`config.mk`:
```
export PLATFORM = sky130hd
export DESIGN_NAME = layer1_pool_stream
export DESIGN_NICKNAME = d
export VERILOG_FILES = /design/src/rtl/layer1_pool_stream_pkg.sv /design/src/rtl/layer1_pool_stream_win_addr.sv /design/src/rtl/layer1_pool_stream.sv
export SDC_FILE = /design/constraint.sdc
export NUM_CORES = 1
export LEC_CHECK = 0
export CORE_ASPECT_RATIO = 0.7
export CORE_MARGIN = 1.5
export CORE_UTILIZATION = 40
export CTS_BUF_LIST = sky130_fd_sc_hd__clkbuf_8
export DETAILED_ROUTE_END_ITERATION = 10
export HOLD_SLACK_MARGIN = 0.06
export PLACE_DENSITY = 0.63
export SYNTH_ARGS = -nofsm -noshare
export SYNTH_HDL_FRONTEND = slang
export SYNTH_SLANG_ARGS = --single-unit
export TNS_END_PERCENT = 100
```
`constraint.sdc`:
```
create_clock -name i_clk -period 2.42 [get_ports i_clk]
set_input_delay 0.484 -clock i_clk [delete_from_list [all_inputs] [get_ports i_clk]]
set_output_delay 0.484 -clock i_clk [all_outputs]
set_load 0.01 [all_outputs]
```
`src/rtl/layer1_pool_stream_pkg.sv`:
```
// Shared constants and FSM state type for the layer1 -> layer2 pooling stage.
// The upstream convolution engine uses the same DW/AW values.
package layer1_pool_stream_pkg;

    localparam int unsigned DW   = 13;                // pixel width (Q9.4)
    localparam int unsigned L1_W = 32;                // layer1 width = height
    localparam int unsigned L2_W = 16;                // layer2 width = height
    localparam int unsigned AW   = 12;                // memory address width
    localparam int unsigned RCW  = $clog2(L2_W);      // layer2 row/column index width

    typedef enum logic [1:0] {
        IDLE,
        READ,
        HOLD,
        DONE
    } state_e;

endpackage

```
`src/rtl/layer1_pool_stream_win_addr.sv`:
```
// layer1_win_addr: combinational address generator for one 2x2 pooling window.
// Ports:
//   i_r, i_c : layer2 row / column of the window
//   i_k      : which of the four window pixels (0: top-left, 1: top-right,
//              2: bottom-left, 3: bottom-right)
//   o_addr   : layer1 address L1_W*y + x of that pixel
module layer1_win_addr #(
    parameter int unsigned L1_W = layer1_pool_stream_pkg::L1_W,
    parameter int unsigned AW   = layer1_pool_stream_pkg::AW,
    parameter int unsigned RCW  = layer1_pool_stream_pkg::RCW
) (
    input  logic [RCW-1:0] i_r,
    input  logic [RCW-1:0] i_c,
    input  logic [1:0]     i_k,
    output logic [AW-1:0]  o_addr
);

    logic [AW-1:0] w_a0;

    // Top-left pixel of window (r,c) sits at row 2r, column 2c.
    assign w_a0 = AW'(i_r) * AW'(2 * L1_W) + AW'(i_c) * AW'(2);

    always_comb begin
        o_addr = w_a0;
        unique case (i_k)
            2'd0: o_addr = w_a0;
            2'd1: o_addr = w_a0 + AW'(1);
            2'd2: o_addr = w_a0 + AW'(L1_W);
            2'd3: o_addr = w_a0 + AW'(L1_W + 1);
        endcase
    end

endmodule

```
`src/rtl/layer1_pool_stream.sv`:
```
// layer1_pool_stream: reads the 32x32 layer1 map back through the shared
// memory read port, applies a 2x2/stride-2 max-pool and streams the 16x16
// layer2 pixels out over a valid/ready handshake.
// Ports:
//   i_clk, i_rst_n   : clock, asynchronous active-low reset
//   i_start          : one-cycle pass request, honoured only in IDLE
//   o_busy           : pass in progress
//   o_crd, o_caddr_rd: memory read strobe and address
//   i_cdata_rd       : read data, one cycle after the strobe/address edge
//   o_csel           : memory select (layer1 while busy)
//   o_out_valid/i_out_ready/o_out_data/o_out_addr : layer2 pixel stream
//   o_done           : one-cycle pulse after the last pixel transfers
module layer1_pool_stream #(
    parameter int unsigned DW   = layer1_pool_stream_pkg::DW,
    parameter int unsigned L1_W = layer1_pool_stream_pkg::L1_W,
    parameter int unsigned AW   = layer1_pool_stream_pkg::AW
) (
    input  logic          i_clk,
    input  logic          i_rst_n,
    input  logic          i_start,
    output logic          o_busy,
    output logic          o_crd,
    output logic [AW-1:0] o_caddr_rd,
    input  logic [DW-1:0] i_cdata_rd,
    output logic          o_csel,
    output logic          o_out_valid,
    input  logic          i_out_ready,
    output logic [DW-1:0] o_out_data,
    output logic [7:0]    o_out_addr,
    output logic          o_done
);

    import layer1_pool_stream_pkg::*;

    localparam logic [2*RCW-1:0] RcOne = 1;

    state_e           r_state,  w_state_nxt;
    logic [2:0]       r_phase,  w_phase_nxt;
    logic [RCW-1:0]   r_r,      w_r_nxt;
    logic [RCW-1:0]   r_c,      w_c_nxt;
    logic [DW-1:0]    r_max,    w_max_nxt;
    logic             r_busy,   w_busy_nxt;
    logic             r_crd,    w_crd_nxt;
    logic [AW-1:0]    r_caddr,  w_caddr_nxt;
    logic             r_csel,   w_csel_nxt;
    logic             r_valid,  w_valid_nxt;
    logic [DW-1:0]    r_data,   w_data_nxt;
    logic [7:0]       r_oaddr,  w_oaddr_nxt;
    logic             r_done,   w_done_nxt;

    logic [2*RCW-1:0] w_rc_inc;
    logic [RCW-1:0]   w_win_r;
    logic [RCW-1:0]   w_win_c;
    logic [1:0]       w_win_k;
    logic [AW-1:0]    w_win_addr;
    logic [DW-1:0]    w_max_upd;

    // Row-major window index increment: c wraps 15 -> 0 and carries into r.
    assign w_rc_inc  = {r_r, r_c} + RcOne;
    // Unsigned compare; ties keep the earlier value.
    assign w_max_upd = (i_cdata_rd > r_max) ? i_cdata_rd : r_max;

    // Address generator input select: next read of the current window in
    // READ, first read of the following window in HOLD (used on transfer).
    always_comb begin
        w_win_r = r_r;
        w_win_c = r_c;
        w_win_k = 2'd0;
        if (r_state == READ) begin
            w_win_k = r_phase[1:0] + 2'd1;
        end else if (r_state == HOLD) begin
            {w_win_r, w_win_c} = w_rc_inc;
        end
    end

    layer1_win_addr #(
        .L1_W (L1_W),
        .AW   (AW),
        .RCW  (RCW)
    ) u_win_addr (
        .i_r    (w_win_r),
        .i_c    (w_win_c),
        .i_k    (w_win_k),
        .o_addr (w_win_addr)
    );

    // Next-state and registered-output logic.
    // READ phases: 0..2 issue A1..A3, 1..3 accumulate D0..D2,
    // 4 folds in D3 and presents the result.
    always_comb begin
        w_state_nxt = r_state;
        w_phase_nxt = r_phase;
        w_r_nxt     = r_r;
        w_c_nxt     = r_c;
        w_max_nxt   = r_max;
        w_busy_nxt  = r_busy;
        w_crd_nxt   = r_crd;
        w_caddr_nxt = r_caddr;
        w_csel_nxt  = r_csel;
        w_valid_nxt = r_valid;
        w_data_nxt  = r_data;
        w_oaddr_nxt = r_oaddr;
        w_done_nxt  = 1'b0;

        unique case (r_state)
            IDLE: begin
                if (i_start) begin
                    w_state_nxt = READ;
                    w_phase_nxt = 3'd0;
                    w_busy_nxt  = 1'b1;
                    w_csel_nxt  = 1'b1;
                    w_crd_nxt   = 1'b1;
                    w_caddr_nxt = w_win_addr;
                end
            end
            READ: begin
                w_phase_nxt = r_phase + 3'd1;
                case (r_phase)
                    3'd0: begin
                        w_caddr_nxt = w_win_addr;
                    end
                    3'd1: begin
                        w_caddr_nxt = w_win_addr;
                        w_max_nxt   = i_cdata_rd;
                    end
                    3'd2: begin
                        w_caddr_nxt = w_win_addr;
                        w_max_nxt   = w_max_upd;
                    end
                    3'd3: begin
                        w_crd_nxt   = 1'b0;
                        w_max_nxt   = w_max_upd;
                    end
                    default: begin
                        w_data_nxt  = w_max_upd;
                        w_oaddr_nxt = {r_r, r_c};
                        w_valid_nxt = 1'b1;
                        w_phase_nxt = 3'd0;
                        w_state_nxt = HOLD;
                    end
                endcase
            end
            HOLD: begin
                if (i_out_ready) begin
                    w_valid_nxt = 1'b0;
                    if (&r_oaddr) begin
                        w_state_nxt = DONE;
                        w_busy_nxt  = 1'b0;
                        w_csel_nxt  = 1'b0;
                        w_done_nxt  = 1'b1;
                        w_r_nxt     = '0;
                        w_c_nxt     = '0;
                    end else begin
                        {w_r_nxt, w_c_nxt} = w_rc_inc;
                        w_state_nxt = READ;
                        w_phase_nxt = 3'd0;
                        w_crd_nxt   = 1'b1;
                        w_caddr_nxt = w_win_addr;
                    end
                end
            end
            DONE: begin
                w_state_nxt = IDLE;
            end
            default: begin
                w_state_nxt = IDLE;
            end
        endcase
    end

    always_ff @(posedge i_clk or negedge i_rst_n) begin
        if (!i_rst_n) begin
            r_state <= IDLE;
        end else begin
            r_state <= w_state_nxt;
        end
    end

    always_ff @(posedge i_clk or negedge i_rst_n) begin
        if (!i_rst_n) begin
            r_phase <= '0;
            r_r     <= '0;
            r_c     <= '0;
            r_max   <= '0;
            r_busy  <= 1'b0;
            r_crd   <= 1'b0;
            r_caddr <= '0;
            r_csel  <= 1'b0;
            r_valid <= 1'b0;
            r_data  <= '0;
            r_oaddr <= '0;
            r_done  <= 1'b0;
        end else begin
            r_phase <= w_phase_nxt;
            r_r     <= w_r_nxt;
            r_c     <= w_c_nxt;
            r_max   <= w_max_nxt;
            r_busy  <= w_busy_nxt;
            r_crd   <= w_crd_nxt;
            r_caddr <= w_caddr_nxt;
            r_csel  <= w_csel_nxt;
            r_valid <= w_valid_nxt;
            r_data  <= w_data_nxt;
            r_oaddr <= w_oaddr_nxt;
            r_done  <= w_done_nxt;
        end
    end

    assign o_busy      = r_busy;
    assign o_crd       = r_crd;
    assign o_caddr_rd  = r_caddr;
    assign o_csel      = r_csel;
    assign o_out_valid = r_valid;
    assign o_out_data  = r_data;
    assign o_out_addr  = r_oaddr;
    assign o_done      = r_done;

endmodule

```
# [After elaboration in Yosys (flattened, before gate mapping)]
# Cells that the tools add are included.
[totals] ff_bits=63 input_bits=17 out_inout_bits=38 elab_cells=96
[classes] n_addsub=7 magnitude_cmp=1 n_eq_ne=16 muxes=39 bitwise_logic=1 reduce_logical=20
[ops] operator="12-bit two-way mux" count=4
[ops] operator="12-bit case mux with 4 select lines" count=1
[ops] operator="12-bit case mux with 3 select lines" count=1
[ops] operator="13-bit case mux with 2 select lines" count=1
[ops] operator="12-bit by 6-bit adder with 12-bit output (second input constant)" count=2
[ops] operator="4-bit two-way mux" count=6
[ops] operator="13-bit > comparator" count=1
[ops] operator="13-bit two-way mux" count=1
[ops] operator="12-bit by 1-bit adder with 12-bit output (second input constant)" count=1
[ops] operator="3-bit two-way mux" count=4
[ops] operator="10-bit by 5-bit adder with 11-bit output" count=1
[ops] operator="1-bit two-way mux" count=11
[ops] operator="2-bit two-way mux" count=5
[ops] operator="2-bit inequality test (second input constant)" count=5
[ops] operator="5-bit AND reduction" count=2
[ops] operator="3-bit case mux with 3 select lines" count=1
[ops] operator="8-bit by 1-bit adder with 8-bit output (second input constant)" count=1
[ops] operator="2-bit equality test (second input constant)" count=4
[ops] operator="2-bit case mux with 4 select lines" count=1
[ops] operator="4-bit AND reduction" count=2
[ops] operator="8-bit AND reduction" count=1
[ops] operator="3-bit by 2-bit equality test with 1-bit output (second input constant)" count=2
[ops] operator="2-bit AND reduction" count=3
[ops] operator="3-bit AND reduction" count=2
[ops] operator="15 further kinds" count=21

# [Longest topological paths before layout]
[logic_depth] depth_word=9 mapped_depth=9 ltp_nobuf=8

# [Hierarchy]
# A second synthesis with hierarchy kept.
[hier_totals] hier_cells=369 hier_area_um2=3619.7
[by_module_without_submodules] mod="layer1_pool_stream" instances=1 cells_each=356 area_per_inst_um2=3533.4 seq_area_each_um2=1576.5
[by_module_without_submodules] mod="layer1_win_addr" instances=1 cells_each=13 area_per_inst_um2=86.3 seq_area_each_um2=0.0

# [Least setup slack after synthesis]
# No wires, ideal clock.
[synth_path] kind="in2reg" from="input port i_cdata_rd[4]" to="register r_max[10]" setup_time_ns=0.125 t_arrival_ns=2.175 t_required_ns=2.295 setup_slack_ns=0.121 cell_stages=8 n_path_buf=1 cell_sequence="ha_1 > and3_1 > o21ai_1 > a311oi_2 > o31ai_1 > a21oi_2 > buf_4 > mux2_2"
[synth_between] elab_chain_len=3
[synth_lines] element="start, declared" line="layer1_pool_stream.sv:24" rtl="input logic [DW-1:0] i_cdata_rd,"
[synth_lines] element="13-bit > comparator" line="layer1_pool_stream.sv:61" rtl="assign w_max_upd = (i_cdata_rd > r_max) ? i_cdata_rd : r_max;"
[synth_lines] element="13-bit two-way mux" line="layer1_pool_stream.sv:61"
[synth_lines] element="13-bit case mux with 2 select lines" line="layer1_pool_stream.sv:118" rtl="case (r_phase)"
[synth_lines] element="end signal, assigned" line="layer1_pool_stream.sv:197" rtl="r_max <= w_max_nxt;"
[synth_lines] element="end, declared" line="layer1_pool_stream.sv:41" rtl="logic [DW-1:0] r_max, w_max_nxt;"
# No other way between the ends.
# A chain may end at the register's enable or synchronous reset.

# [Worst setup path after layout]
[layout_path] from="input port i_cdata_rd[7]" to="register r_max[10]"
# The elaborated chain is that of the path after synthesis.

==> impl_metrics.toml <==
[outcome]
outcome = "finished, final reports clean"

[global_route]
grt_pass1_vias = 2622
grt_max_degree = 34
antenna_found_initial = 0
grtUsageTotal = 0.200
grt_first_pass_wirelength_um = 13000
gr-total-overflow = 0

[timing]
layout_min_cycle_time_ns = 2.34
setup_ws_ns = 0.0795
tns_ns = 0
setup_viol = 0
period_share = 0.967
finalHoldViolCount = 0
slew_violations = 0
fmax_mhz = 427
tightest_slew_ns = 0.779
fin_skew_ns = 0.00887
relSlewSlack = 0.480

[routing]
drtIter0Drc = 89
dr.pass1.iters = 4
ant_nets = 0
drc = 0
wl_per_cell_um = 15.3
vias = 2601
routed_wl_um = 7740
vias_per_cell = 5.13

[cts]
clk_pin_slew_ns = 0.06
htree_num_levels = 3
cts-buffers-inserted = 9
hold_buffers = 0
cts_root_buf = "clkbuf_8"
insertion_delay_ns = 0.35
cts_tree = "built"
cts_buffer_depth = 2
clock_sinks = 61

[power_and_ir_drop]
comb_power_share = 0.471
intPower_uw = 3410
ir_drop_mv = 0.464
sw_frac_of_total = 0.366
pwr-share-seq = 0.322
powerDensity_nw_per_um2 = 1240
p_total_uw = 5380
p_leak_uw = 0.00200
p_clk_frac = 0.207
p_sw_uw = 1970

[critical_path]
crit_chain = "clkdlybuf4s50_1 > ha_1 > nand4_1 > a311oi_2 > o31ai_2 > a21oi_2 > buf_6 > mux2_2"
crit_path_start_kind = "input pin"
arrival_ns = 2.57
cpPeakStageDelay_ns = 0.43
r2r_cells = 9
worstSetupStartpoint = "i_cdata_rd[7]"
crit_type = "input pin to flip-flop"
r2r-start = "r_max[2]"
worstPathMaxFanout = 6
end_kind = "flip-flop"
critPathSlowestCell = "clkdlybuf4s50_1"
worstPathRequired_ns = 2.65

[synthesis]
synth_area_um2 = 3210
postSynthCellCount = 320
yosysWarningCount = 0
ys_types = 41
avgSynthCellArea_um2 = 10.0
synth_seq_cells = 61
seq_area_frac_synth = 0.475

[floorplanning]
dieArea_um2 = 8580
ioPinCount = 55
core_area_um2 = 7840
fp.dieW_um = 110
num_rows = 27
initial_utilization = 0.410
die_h_um = 78.0

[placed_design]
hpwl_um = 5420
portBuffers = 52
place_congestion = 0.850
post-place-ws_ns = -0.447
dp_cells = 487

[final_layout]
final_cell_mix = "dfrtp_1 (61), clkdlybuf4s50_1 (41), nor2_1 (38), buf_4 (31), nor3_1 (24)"
layout_commonest_cell = "dfrtp_1"
layout.cells.non_filler = 507
syn2layout_area_growth_pct = 35.3
fillers = 718
drive_gt1_frac = 0.234
fin_nets = 437
antenna-diode-count = 0

[job]
cap_violations = 0

[min_path]
hold_path_class = "input pin to async pin"
-- state kept, by name, summed over array words and instances (netlist names), 2 cells and up --
signal,flops
o_caddr_rd,10
o_out_addr,8
o_out_data,13
r_c,4
r_max,13
r_phase,3
r_r,4
r_state,2
-- cells in the mapped netlist, drive strengths merged --
library cell   n  share of area
dfrtp         61           0.48
nor2          38          0.044
a21oi         27          0.055
nor3          27          0.049
mux2          22          0.077
inv           21          0.025
ha            19          0.074
nand2         15          0.018
o21ai         15          0.023
buf           10          0.022
nand3          9          0.014
clkbuf         7         0.0082
o31ai          7          0.016
a21o           5          0.012
nand4          5         0.0097
nor2b          5         0.0097
and3           4         0.0078
xnor2          4          0.011
xor2           3         0.0082
a31oi          2         0.0039
nand2b         2         0.0039
o2bb2ai        2         0.0055
a22o           1         0.0027
a311oi         1         0.0047
conb           1         0.0012
mux2i          1         0.0031
o22ai          1         0.0019
o31a           1         0.0027
o32ai          1         0.0027
or2            1         0.0019
or3            1         0.0019
or4b           1         0.0043
-- area by class of cell --
type	count	area [µm²]	area share
clock buffer	10	138	0.0317
multi-input combinational	222	1560	0.360
timing repair buffer	86	811	0.187
inverter	21	78.8	0.0181
sequential	61	1530	0.351
tap	101	126	0.0291
clock inverter	6	103	0.0236
-- layer usage --
metal  track usage  vias up  part of all wire
li1              -     1273                 -
met1         0.287     1265              0.52
met2         0.282       52              0.42
met3        0.0630       11             0.047
met4        0.0662        0             0.014
met5             0        -                 0
-- worst paths after layout --
path | endpoint | slack, ns
max | r_max[10] | 0.08
min | r_max[11] | 0.21
max reg2reg | r_max[10] | 0.12
min reg2reg | o_out_valid | 0.50
max in group asynchronous | r_c[1] | 1.50
min in group i_clk | r_max[12] | 0.47
-- repair_timing --
item / in CTS / in global routing
buffers inserted: 0 / 4
resized for setup: 2 / 17
setup endpoints to repair: 12 / 24
cloned: 0 / 0
pin swaps: 3 / 10
hold endpoints to repair: 0 / 0
-- logic make-up after synthesis --
group,Yosys count,share of synthesized area
compound gates,63,0.131
xor+xnor,7,0.0191
fa+ha+maj,19,0.0740
buf+inv,38,0.0546
flops,61,0.475
mux,23,0.0803
other cells,1,0.00117
simple gates,108,0.165
-- worst max-delay path: cells and delay by family --
family | cells | cell delay (ns)
buffers and inverters | 2 | 0.59
adders and majority gates | 1 | 0.31
and+or+nand+nor | 1 | 0.13
AOI/OAI and AO/OA | 3 | 0.71
muxes | 1 | 0.34
-- power by group through the flow --
stage          logic (µW)  registers, µW  clock network [µW]
5_1_grt              2820           1790                1180
4_1_cts              2430           1740                1140
3_5_place_dp         2390           1750                   0
3_3_place_gp         2330           1740                   0
2_1_floorplan        1390           1790                   0
6_report             2540           1730                1110
-- per-stage QoR --
stage	util	area (µm²)	hold WS [ns]
global route	0.554	4350	0.254
floorplan	-	3210	0.188
CTS	0.540	4230	0.229
global placement	0.508	3990	0.483
detailed placement	0.508	3990	0.474
finish	0.554	4350	0.213
No activity file was read; power rests on OpenSTA's default activity.
